### src/rtl/operand_stack.sv
// RPN operand stack: DEPTH entries of WIDTH bits, X at entry 0 and Y at entry 1.
// One command per cycle; sticky overflow/underflow flags plus a one-cycle err pulse.
module operand_stack #(
  parameter int WIDTH = 6,
  parameter int DEPTH = 4
) (
  input  logic                       clk,
  input  logic                       reset,
  input  logic                       op_valid,
  input  logic [2:0]                 op,
  input  logic [WIDTH-1:0]           din,
  output logic [WIDTH-1:0]           x,
  output logic [WIDTH-1:0]           y,
  output logic [$clog2(DEPTH+1)-1:0] count,
  output logic                       empty,
  output logic                       full,
  output logic                       ovf,
  output logic                       unf,
  output logic                       err
);
  localparam int CW = $clog2(DEPTH+1);
  localparam logic [CW-1:0] CNT_MAX = CW'(DEPTH);

  typedef enum logic [2:0] {
    OP_NOP, OP_ENTER, OP_DROP, OP_SWAP, OP_DUP, OP_REPLACE_X, OP_BINOP_WB, OP_CLEAR
  } op_e;

  logic [DEPTH-1:0][WIDTH-1:0] s_q, s_d, s_dn, s_up;
  logic [CW-1:0]               cnt_q, cnt_d;
  logic                        ovf_q, ovf_d, unf_q, unf_d, err_q, err_d;
  logic                        is_empty, is_full, has_two;

  assign is_empty = (cnt_q == '0);
  assign is_full  = (cnt_q == CNT_MAX);
  assign has_two  = (cnt_q >= CW'(2));

  // s_dn keeps s[0] so DUP can use it directly; ENTER overwrites s[0] afterwards.
  always_comb begin
    s_dn[0]       = s_q[0];
    s_up[DEPTH-1] = '0;
    for (int i = 1; i < DEPTH; i++) s_dn[i] = s_q[i-1];
    for (int i = 0; i < DEPTH-1; i++) s_up[i] = s_q[i+1];
  end

  always_comb begin
    s_d   = s_q;
    cnt_d = cnt_q;
    ovf_d = ovf_q;
    unf_d = unf_q;
    err_d = 1'b0;
    if (op_valid) begin
      case (op_e'(op))
        OP_ENTER: begin
          s_d    = s_dn;
          s_d[0] = din;
          if (is_full) begin
            ovf_d = 1'b1;
            err_d = 1'b1;
          end else cnt_d = cnt_q + CW'(1);
        end
        OP_DROP: begin
          if (is_empty) begin
            unf_d = 1'b1;
            err_d = 1'b1;
          end else begin
            s_d   = s_up;
            cnt_d = cnt_q - CW'(1);
          end
        end
        OP_SWAP: begin
          if (!has_two) begin
            unf_d = 1'b1;
            err_d = 1'b1;
          end else begin
            s_d[0] = s_q[1];
            s_d[1] = s_q[0];
          end
        end
        OP_DUP: begin
          if (is_empty) begin
            unf_d = 1'b1;
            err_d = 1'b1;
          end else begin
            s_d = s_dn;
            if (is_full) begin
              ovf_d = 1'b1;
              err_d = 1'b1;
            end else cnt_d = cnt_q + CW'(1);
          end
        end
        OP_REPLACE_X: begin
          s_d[0] = din;
          if (is_empty) cnt_d = CW'(1);
        end
        OP_BINOP_WB: begin
          if (!has_two) begin
            unf_d = 1'b1;
            err_d = 1'b1;
          end else begin
            // X and Y are consumed: shift up, then the ALU result lands in X.
            s_d    = s_up;
            s_d[0] = din;
            cnt_d  = cnt_q - CW'(1);
          end
        end
        OP_CLEAR: begin
          s_d   = '0;
          cnt_d = '0;
          ovf_d = 1'b0;
          unf_d = 1'b0;
        end
        default: ;
      endcase
    end
  end

  always_ff @(posedge clk) begin
    if (reset) begin
      s_q   <= '0;
      cnt_q <= '0;
      ovf_q <= 1'b0;
      unf_q <= 1'b0;
      err_q <= 1'b0;
    end else begin
      s_q   <= s_d;
      cnt_q <= cnt_d;
      ovf_q <= ovf_d;
      unf_q <= unf_d;
      err_q <= err_d;
    end
  end

  assign x     = s_q[0];
  assign y     = s_q[1];
  assign count = cnt_q;
  assign empty = is_empty;
  assign full  = is_full;
  assign ovf   = ovf_q;
  assign unf   = unf_q;
  assign err   = err_q;
endmodule

### config.mk
export PLATFORM = sky130hd
export DESIGN_NAME = operand_stack
export DESIGN_NICKNAME = d
export VERILOG_FILES = /design/src/rtl/operand_stack.sv
export SDC_FILE = /design/constraint.sdc
export NUM_CORES = 1
export LEC_CHECK = 0
export ABC_AREA = 0
export ABC_CLOCK_PERIOD_IN_PS = 2360
export CAP_MARGIN = 10
export CORE_MARGIN = 8
export CORE_UTILIZATION = 50
export CTS_CLUSTER_SIZE = 25
export DETAILED_ROUTE_END_ITERATION = 6
export MAX_ROUTING_LAYER = met4
export PLACE_DENSITY = 0.75
export SYNTH_ARGS = -nofsm -noshare
export SYNTH_HDL_FRONTEND = slang
export SYNTH_SLANG_ARGS = --single-unit
### constraint.sdc
create_clock -name clk -period 2.36 [get_ports clk]
set_clock_uncertainty 0.05 [all_clocks]
set_input_delay 0.472 -clock clk [delete_from_list [all_inputs] [get_ports clk]]
set_output_delay 0.472 -clock clk [all_outputs]
set_load 0.01 [all_outputs]
==> key figures, run 1 <==
Drt
  • Vias per Instance: 5.77
  • Final wirelength: 4950 um
  • Remaining antenna violation count: 0
  • Via count: 1,799
  • Initial DRC Count: 191
  • Drt wl/cell: 15.9 um
  • DR pass1 iterations: 7
  • DRC violations left: 0

Hold path
  • Hold Startpoint: s_dn[18]
  • Hold depth: 2
  • Min-Delay Path Class: flop to flop

Pwr
  • Leak Pwr: 0.931 nW
  • Pwr dens: 517 mW/mm^2
  • Peak VDD IR: 0.336 mV
  • Power share of the combinational group: 25.5%
  • Internal Power: 0.000882 W
  • Flop pwr share: 43.6%
  • Clock share of power: 30.9%
  • P_sw: 0.000359 W
  • Switching share of power: 28.9%

Finish
  • Finished Core Util: 64.6%
  • Most common cell after layout, fill and taps aside: clkdlybuf4s50_1
  • Share of post-route cells with drive strength above 1: 17.8%
  • Filler cell count: 323
  • Nets@finish: 277
  • Syn-to-layout area delta: 22.2%
  • Commonest non-fill, non-tap cells in the layout: clkdlybuf4s50_1 (31), dfxtp_1 (30), buf_4 (23)
  • Number of antenna repair diodes: 0

Global route
  • Largest net degree at the start of global routing: 23
  • Grt total ovfl: 0
  • GRT Util Overall: 16.6%
  • Global-route wire length before repair: 8270 um
  • Initial antenna violation count: 0
  • Vias in the first global route: 1,719

Logic synthesis
  • Mux contribution to synthesized area: 11.3%
  • Compound-Gate Fraction of Synth Area: 22.2%
  • Post-synthesis xor/xnor area fraction: 0.892%
  • Mapped Cells: 236
  • Ranking of synthesized cells by area: dfxtp_1 (31%), mux2i_1 (7.1%), a21boi_0 (5.0%)
  • Top-area cell type share of the netlist area: 30.6%
  • Mean Syn Cell Area: 8.32 um^2
  • Distinct cell type count after synthesis: 48
  • Post-synthesis simple-gate area fraction: 23.5%
  • Synth Warn #: 0
  • Largest area contributor in the netlist: dfxtp_1
  • Main combinational cell family by area after synthesis: simple AND/OR/NAND/NOR gates
  • Post-Syn Area: 0.00196 mm^2
  • Register area share after synthesis: 30.6%
  • Syn Nets: 249
  • Synth Register Bits: 30
  • Adder and majority gate portion of the synthesized area: 0.637%
  • Synth async-reset ratio: 0%
  • Post-synth EDFFs: 0
  • Ys flop type: dfxtp_1

STA
  • Least-Margin Pin Slew: 0.612 ns
  • Fin. Hold Viols: 0
  • Period utilization: 95.6%
  • Slew headroom: 58.8%
  • Hold WS: 0.435 ns
  • Unrepaired setup endpoints after global routing: no
  • Slew Limit Fails: 0
  • Min cycle time layout: 2.26 ns
  • Achievable Freq: 443 MHz
  • Final number of setup-violating endpoints: 0
  • Setup TNS: 0 ns

CTS
  • Post-CTS setup buffer count: 0
  • Worst-skew pair later-pin latency: 0.28 ns
  • Clock Tree Root: clkbuf_8
  • Worst-path clk slew: 0.06 ns
  • CTS tree: built
  • CTS HTree Levels: 2
  • CTS Buf Count: 5
  • CTS max path bufs: 2
  • Clock Sinks: 30
  • # hold bufs at CTS: 0
  • CTS resizes: 0

Run
  • Number of max-cap violations: 0

Critical path
  • Crit Path Class: flop to output port
  • FF-to-FF Start: count[2]
  • Crit path max fanout: 4
  • Required @ worst endpoint: 1.84 ns
  • CP endpoint kind: output port
  • Arrival @ worst endpoint: 1.73 ns
  • CP startpoint: count[2]
  • FF-to-FF path depth: 6
  • Worst setup SP type: flop

Floorplan
  • Die area: 0.00619 mm^2
  • Ports: 32
  • Initial Utilization: 52.9%
  • Cell row count: 22
  • Die Wd: 78.7 um
  • Die Ht: 78.7 um
  • Core region area: 0.00372 mm^2

Run status
  • Status: finished, final reports clean

Place
  • Port buffer count: 31
  • HPWL Detailed: 3550 um
  • Global placer's final weighted congestion: 0.897
==> per-stage QoR <==
step                      area, um^2  std cells  total power [W]  setup slack, ns
after floorplan                 1960        236         0.000751            0.256
after global placement          2310        305         0.000861          -0.0736
after detailed placement        2310        305         0.000863           -0.144
after CTS                       2390        312          0.00125            0.100
after global routing            2400        312          0.00130           0.0499
final                           2400        312          0.00124            0.105
==> layout make-up <==
| class | instances | area, um^2 | share of cell area (%) |
|---|---|---|---|
| clock buffer | 5 | 68.8 | 2.87 |
| clock inverter | 2 | 10.0 | 0.417 |
| inverter | 5 | 18.8 | 0.782 |
| multi-input combinational | 168 | 1160 | 48.3 |
| sequential | 30 | 601 | 25.0 |
| tap | 48 | 60.1 | 2.50 |
| timing repair buffer | 54 | 483 | 20.1 |
==> power groups by stage <==
stage          Combinational [W]  Sequential [W]  Clock (W)
2_1_floorplan           0.000200        0.000551          0
6_report                0.000316        0.000541   0.000384
4_1_cts                 0.000313        0.000540   0.000396
3_5_place_dp            0.000311        0.000551          0
3_3_place_gp            0.000310        0.000551          0
5_1_grt                 0.000342        0.000543   0.000412
==> routing by layer <==
metal  vias to the layer above  part of all wire (%)  GRT usage (%)
met5                         -                     0              -
met4                         0                  0.85           4.63
met3                         6                   7.2           4.67
met2                        61                    46           24.9
met1                       844                    46           21.1
li1                        888                     -              -
==> sequential cells by signal, summed over array words and instances, names as in the netlist <==
name   flops
err        1
ovf        1
count      3
y          6
x          6
s_q        6
s_dn       6
unf        1
==> worst paths after layout <==
kind                   end  slack, ns
setup / recovery      full       0.10
setup reg to reg   s_q[20]       0.49
hold / removal    s_dn[18]       0.43
hold reg to reg   s_dn[18]       0.43
==> worst max-delay path, cell delays in order (launching register included) <==
cell and delay [ns]:
dfxtp_1 0.35, or3b_2 0.50, inv_1 0.08, clkdlybuf4s50_1 0.53
==> logic make-up (layout without fill, tap and decap cells) <==
logic type | after synthesis | count (layout)
XOR/XNOR | 2 | 2
flip-flops | 30 | 30
AND/OR/NAND/NOR | 82 | 82
buffers and inverters | 38 | 66
AO/OA/AOI/OAI | 63 | 63
adder cells (fa/ha/maj) | 1 | 1
multiplexers | 20 | 20
==> Yosys cell counts, types with 3 or more instances <==
cell and n:
o21ai_0 16, dfxtp_1 30, nor4_1 3, a21oi_1 9, clkbuf_1 10, nand3_1 4, nor2_1 6, buf_4 13
nand2b_1 5, buf_2 6, inv_1 5, a21boi_0 13, nand2_1 17, mux2i_1 14, and2_1 12, mux2_4 4
nor2b_1 10, nor3_1 14, a222oi_1 6
(Power assumes the default switching activity.)
==> run 2, diff against run 1 <==
- CORE_MARGIN: 8 -> 5
- SLEW_MARGIN: unset -> 20
==> run 2 against run 1 <==
- fmax shrank 1.7%
- utilization grew 0.36 points
- highest routed layer unchanged
- largest power group unchanged
- first-iteration DRC count shrank 34%
- sequential cell count is the same
- critical path depth is the same
- critical endpoint unchanged
- critical path type unchanged
==> key figures, run 2 (synthesis gave the netlist of run 1 again) <==
STA
  • Min cycle time layout: 2.29 ns (+0.0390 ns)
  • Final number of setup-violating endpoints: 0 (unchanged)
  • Period utilization: 97.2% (+1.7 points)
  • Achievable Freq: 436 MHz (-1.7%)
  • Slew Limit Fails: 0 (unchanged)
  • Fin. Hold Viols: 0 (unchanged)
  • Slew headroom: 50.4% (-8.4 points)
  • Unrepaired setup endpoints after global routing: no
  • Setup TNS: 0 ns (unchanged)
  • Least-Margin Pin Slew: 0.737 ns (+0.125 ns)

Drt
  • Final wirelength: 5010 um (+1.2%)
  • Initial DRC Count: 127 (-34%)
  • DR pass1 iterations: 7 (unchanged)
  • Remaining antenna violation count: 0 (unchanged)
  • Via count: 1,844 (+2.5%)
  • DRC violations left: 0 (unchanged)
  • Drt wl/cell: 15.9 um (+0.23%)
  • Vias per Instance: 5.85 (+1.5%)

Pwr
  • Peak VDD IR: 0.362 mV (+7.7%)
  • Tot Pwr: 0.00129 W (+3.8%)
  • Pwr dens: 530 mW/mm^2 (+2.4%)
  • Leak Pwr: 0.944 nW (+1.3%)

Critical path
  • CP endpoint kind: output port
  • Cells along the critical path: or3b_2, inv_1, clkdlybuf4s50_1
  • Reg2reg end: count[2]
  • Arrival @ worst endpoint: 1.77 ns (+0.04 ns)
  • Largest stage delay, worst path: 0.53 ns (about the same)
  • Required @ worst endpoint: 1.84 ns (about the same)
  • Crit path to: full
  • Crit Path Class: flop to output port
  • FF-to-FF Start: count[1]
  • CP startpoint: count[1]
  • R2R setup slack: 0.49 ns (about the same)
  • Worst setup SP type: flop
  • CP max-delay cell: or3b_2
  • Crit path max fanout: 6 (+2)
  • FF-to-FF path depth: 7 (+1)

Finish
  • Most common cell after layout, fill and taps aside: clkdlybuf4s50_1
  • Commonest non-fill, non-tap cells in the layout: clkdlybuf4s50_1 (31), dfxtp_1 (30), buf_4 (24)
  • Post-route cell area: 0.00243 mm^2 (+1.3%)
  • Finished Core Util: 64.9% (+0.36 points)
  • Share of post-route cells with drive strength above 1: 17.6% (-0.20 points)
  • Nets@finish: 279 (+0.72%)
  • Syn-to-layout area delta: 23.8%
  • Number of antenna repair diodes: 0 (unchanged)
  • Filler cell count: 356 (+10%)

Place
  • Global placer's final weighted congestion: 0.869 (-3.1%)
  • Placed Area: 0.00234 mm^2 (+1.2%)
  • HPWL Detailed: 3580 um (+0.75%)
  • Port buffer count: 31 (unchanged)

CTS
  • CTS resizes: 0 (unchanged)
  • Clock Sinks: 30 (unchanged)
  • # hold bufs at CTS: 0 (unchanged)
  • CTS max path bufs: 2 (unchanged)
  • Worst-skew pair later-pin latency: 0.28 ns (about the same)
  • CTS Buf Count: 5 (unchanged)
  • Worst-path clk slew: 0.06 ns (about the same)
  • CTS tree: built
  • CTS HTree Levels: 2 (unchanged)
  • Clock Tree Root: clkbuf_8
  • Post-CTS setup buffer count: 0 (unchanged)

Run status
  • Status: finished, final reports clean

Floorplan
  • Cell row count: 22 (unchanged)
  • Initial Utilization: 52.5% (-0.39 points)
  • Die area: 0.00528 mm^2 (-15%)
  • Die Ht: 72.7 um (-7.6%)
  • Ports: 32 (unchanged)
  • Die Wd: 72.7 um (-7.6%)
  • Core region area: 0.00374 mm^2 (+0.74%)

Global route
  • Initial antenna violation count: 0 (unchanged)
  • Largest net degree at the start of global routing: 23 (unchanged)
  • GRT Util Overall: 20.4% (+3.8 points)
  • Grt total ovfl: 0 (unchanged)
  • Vias in the first global route: 1,788 (+4.0%)
  • Global-route wire length before repair: 8290 um (+0.33%)

Run
  • Number of max-cap violations: 0 (unchanged)

Hold path
  • Min-Delay Path Class: flop to flop
-- run 2: final cells by class --
class,count,area (um^2),area share (%)
repair buffers,56,510,21.0
clock inverters,1,5.00,0.206
flip-flops and latches,30,601,24.7
well taps,48,60.1,2.47
clock buffers,7,86.3,3.55
multi-input cells,168,1150,47.3
inverters,5,18.8,0.772
-- run 2: worst max-delay path: cells and delay by family (launching register included) --
family,cells,cell delay (ns)
buffers and inverters,2,0.60
AND/OR/NAND/NOR,1,0.53
flip-flops,1,0.36
-- run 2: where the power goes --
| part | switching [W] | internal (W) |
|---|---|---|
| clock | 0.000194 | 0.000235 |
| combinational | 0.000158 | 0.000162 |
| sequential | 0.0000138 | 0.000525 |
-- run 2: how the worst min path moves through the flow --
stage | cells past startpoint | slack, ns | from | endpoint
final | 2 | 0.43 | s_dn[21] | s_dn[21]
after global routing | 2 | 0.47 | s_dn[22] | s_dn[22]
after CTS | 2 | 0.44 | s_dn[21] | s_dn[21]
after detailed placement | 2 | 0.43 | s_dn[19] | s_dn[19]
after global placement | 2 | 0.42 | s_dn[21] | s_dn[21]
after floorplan | 2 | 0.40 | s_dn[18] | s_dn[18]
-- run 2: through the flow --
stage	setup slack, ns	std cells	hold WS (ns)
floorplan	0.256	236	0.404
detailed placement	-0.0620	307	0.426
global placement	-0.0212	307	0.421
finish	0.0655	315	0.434
CTS	0.0475	315	0.438
global route	0.00754	315	0.469
-- run 2: routing by layer --
metal  vias up  track usage (%)  routed length (um)
met5         -                -                   0
met4         0             7.99                 113
met3        13             4.96                 307
met2        69             33.3                2410
met1       862             24.1                2170
li1        900                -                   -
==> run 3, diff against run 2 <==
--- a/constraint.sdc
+++ b/constraint.sdc
@@ -4,2 +4,2 @@
 set_output_delay 0.472 -clock clk [all_outputs]
-set_load 0.01 [all_outputs]
+set_load 0.1 [all_outputs]
==> run 3 against run 2 <==
- non-clock buffer count decreased by 4
- combinational power rose by 44%
- critical path depth up 5
- cell area fell by 2.7%
- critical path type is now input pin to flop
==> key figures, run 3 (synthesis gave the netlist of run 1 again) <==
Run status
  • Status: finished, final reports clean

CTS
  • Post-CTS setup buffer count: 0 (unchanged)
  • Worst-skew pair later-pin latency: 0.29 ns (about the same)
  • Worst-path clk slew: 0.07 ns (about the same)
  • Clock Tree Root: clkbuf_8
  • CTS resizes: 0 (unchanged)
  • CTS max path bufs: 2 (unchanged)
  • CTS Buf Count: 5 (unchanged)
  • # hold bufs at CTS: 0 (unchanged)
  • CTS HTree Levels: 2 (unchanged)
  • CTS tree: built
  • Clock Sinks: 30 (unchanged)

Place
  • Placed cell count: 303 (-1.3%)
  • Pre-CTS WS: -0.100 ns (-0.0383 ns)
  • Global placer's final weighted congestion: 0.848 (-2.5%)
  • HPWL Detailed: 3580 um (about the same)
  • Port buffer count: 31 (unchanged)

Hold path
  • Hold Startpoint: s_dn[20]
  • WHS Endpoint: s_dn[20]
  • Hold depth: 2 (unchanged)
  • Min-Delay Path Class: flop to flop

Critical path
  • Required @ worst endpoint: 2.47 ns (+0.63 ns)
  • R2R setup slack: 0.57 ns (+0.08 ns)
  • Largest stage delay, worst path: 0.47 ns (-0.06 ns)
  • Critical path's top delay family: simple AND/OR/NAND/NOR gates
  • Crit. path cell count: 8 (+5)
  • CP startpoint: op[1]
  • Reg2reg end: s_q[19]
  • Buf+Inv Stages, Crit Path: 1 (-1)
  • Worst setup SP type: input pin
  • Arrival @ worst endpoint: 2.28 ns (+0.51 ns)
  • Crit path max fanout: 2 (-4)
  • Crit Path Class: input pin to flop
  • FF-to-FF Start: count[0]
  • CP max-delay cell: clkdlybuf4s50_1
  • FF-to-FF path depth: 5 (-2)
  • Cells along the critical path: clkdlybuf4s50_1, nor2b_1, xor2_1, ha_1, nor4b_1, nor3_1, nor4_1, o32ai_1
  • CP endpoint kind: flop

Floorplan
  • Cell row count: 22 (unchanged)
  • Die area: 0.00528 mm^2 (unchanged)
  • Ports: 32 (unchanged)
  • Die Ht: 72.7 um (unchanged)
  • Initial Utilization: 52.5% (unchanged)
  • Die Wd: 72.7 um (unchanged)
  • Core region area: 0.00374 mm^2 (unchanged)

STA
  • Min cycle time layout: 2.17 ns (-0.129 ns)
  • Fin. Hold Viols: 0 (unchanged)
  • Hold WS: 0.432 ns (-0.00146 ns)
  • Achievable Freq: 462 MHz (+6.0%)
  • Setup WS post-layout: 0.194 ns (+0.129 ns)
  • Slew Limit Fails: 0 (unchanged)
  • Slew headroom: 48.7% (-1.6 points)
  • Unrepaired setup endpoints after global routing: no
  • Least-Margin Pin Slew: 0.761 ns (+0.0244 ns)
  • Final number of setup-violating endpoints: 0 (unchanged)
  • Period utilization: 91.8% (-5.5 points)

Pwr
  • P_sw: 0.000530 W (+45%)
  • Pwr dens: 597 mW/mm^2 (+13%)
  • Switching share of power: 37.6% (+9.2 points)
  • Tot Pwr: 0.00141 W (+9.7%)
  • Leak Pwr: 0.954 nW (+1.1%)
  • Power share of the combinational group: 32.6% (+7.8 points)
  • Flop pwr share: 39.0% (-2.9 points)
  • Peak VDD IR: 0.344 mV (-4.8%)
  • Internal Power: 0.000881 W (-4.4%)
  • Clock share of power: 28.4% (-4.9 points)

Drt
  • Initial DRC Count: 153 (+20%)
  • Drt wl/cell: 15.9 um (+0.19%)
  • Vias per Instance: 5.69 (-2.7%)
  • Remaining antenna violation count: 0 (unchanged)
  • Via count: 1,765 (-4.3%)
  • Final wirelength: 4940 um (-1.4%)
  • DR pass1 iterations: 4 (-3)
  • DRC violations left: 0 (unchanged)

Finish
  • Syn-to-layout area delta: 20.4%
  • Share of post-route cells with drive strength above 1: 26.0% (+8.4 points)
  • Number of antenna repair diodes: 0 (unchanged)
  • Commonest non-fill, non-tap cells in the layout: buf_4 (39), dfxtp_1 (27), nand2_1 (17)
  • Most common cell after layout, fill and taps aside: buf_4
  • Fin cells: 310 (-1.6%)
  • Nets@finish: 275 (-1.4%)

Global route
  • GRT Util Overall: 20.9% (+0.55 points)
  • Vias in the first global route: 1,760 (-1.6%)
  • Largest net degree at the start of global routing: 25 (+8.7%)
  • Global-route wire length before repair: 8440 um (+1.7%)
  • Initial antenna violation count: 0 (unchanged)
  • Grt total ovfl: 0 (unchanged)

Run
  • Number of max-cap violations: 0 (unchanged)
-- run 3: cell types whose count changed in the layout (fill, tap and decap cells not counted), sizes merged --
cell           before  now
inv                 5    4
buf                25   41
clkinvlp            0    1
clkdlybuf4s50      31   11
clkbuf              7    5
clkinv              1    2
-- run 3: metal layers --
metal  up-vias  share of wire [%]  track usage, %
li1        882                  -               -
met1       833                 44            25.0
met2        46                 50            34.3
met3         4                5.1            5.37
met4         0               0.67            6.76
met5         -                  0               -
-- run 3: final cells by class --
| type | count | area, um^2 |
|---|---|---|
| Fill cell | 338 | 1380 |
| Multi-Input combinational cell | 168 | 1160 |
| Sequential cell | 30 | 604 |
| Timing Repair Buffer | 52 | 443 |
| Clock buffer | 5 | 68.8 |
| Tap cell | 48 | 60.1 |
| Inverter | 5 | 22.5 |
| Clock inverter | 2 | 10.0 |
-- run 3: metrics by stage --
step / TNS, ns / util, % / cell area, um^2
after CTS: 0 / 63.2 / 2370
after detailed placement: -0.175 / 61.1 / 2290
after global placement: -0.0214 / 61.1 / 2290
after floorplan: 0 / - / 1980
final: 0 / 63.2 / 2370
after global routing: 0 / 63.2 / 2370
-- run 3: power groups by stage --
stage | clock (W) | sequential [W] | combinational, W
2_1_floorplan | 0 | 0.000601 | 0.000311
3_3_place_gp | 0 | 0.000562 | 0.000455
3_5_place_dp | 0 | 0.000562 | 0.000458
4_1_cts | 0.000415 | 0.000551 | 0.000459
5_1_grt | 0.000435 | 0.000554 | 0.000488
6_report | 0.000401 | 0.000551 | 0.000460
-- run 3: worst max-delay path by stage --
stage          endpoint  slack [ns]
6_report       count[2]        0.19
4_1_cts        count[2]        0.20
5_1_grt        count[2]        0.04
3_5_place_dp   count[2]       -0.10
3_3_place_gp   count[0]       -0.01
2_1_floorplan      full        0.24
-- run 3: worst register-to-register path, cell delays in order (launching register included) --
cell and delay [ns]:
dfxtp_2 0.39, or4_4 0.56, nor2_4 0.14, nor3_2 0.07, buf_4 0.17, mux2_4 0.30
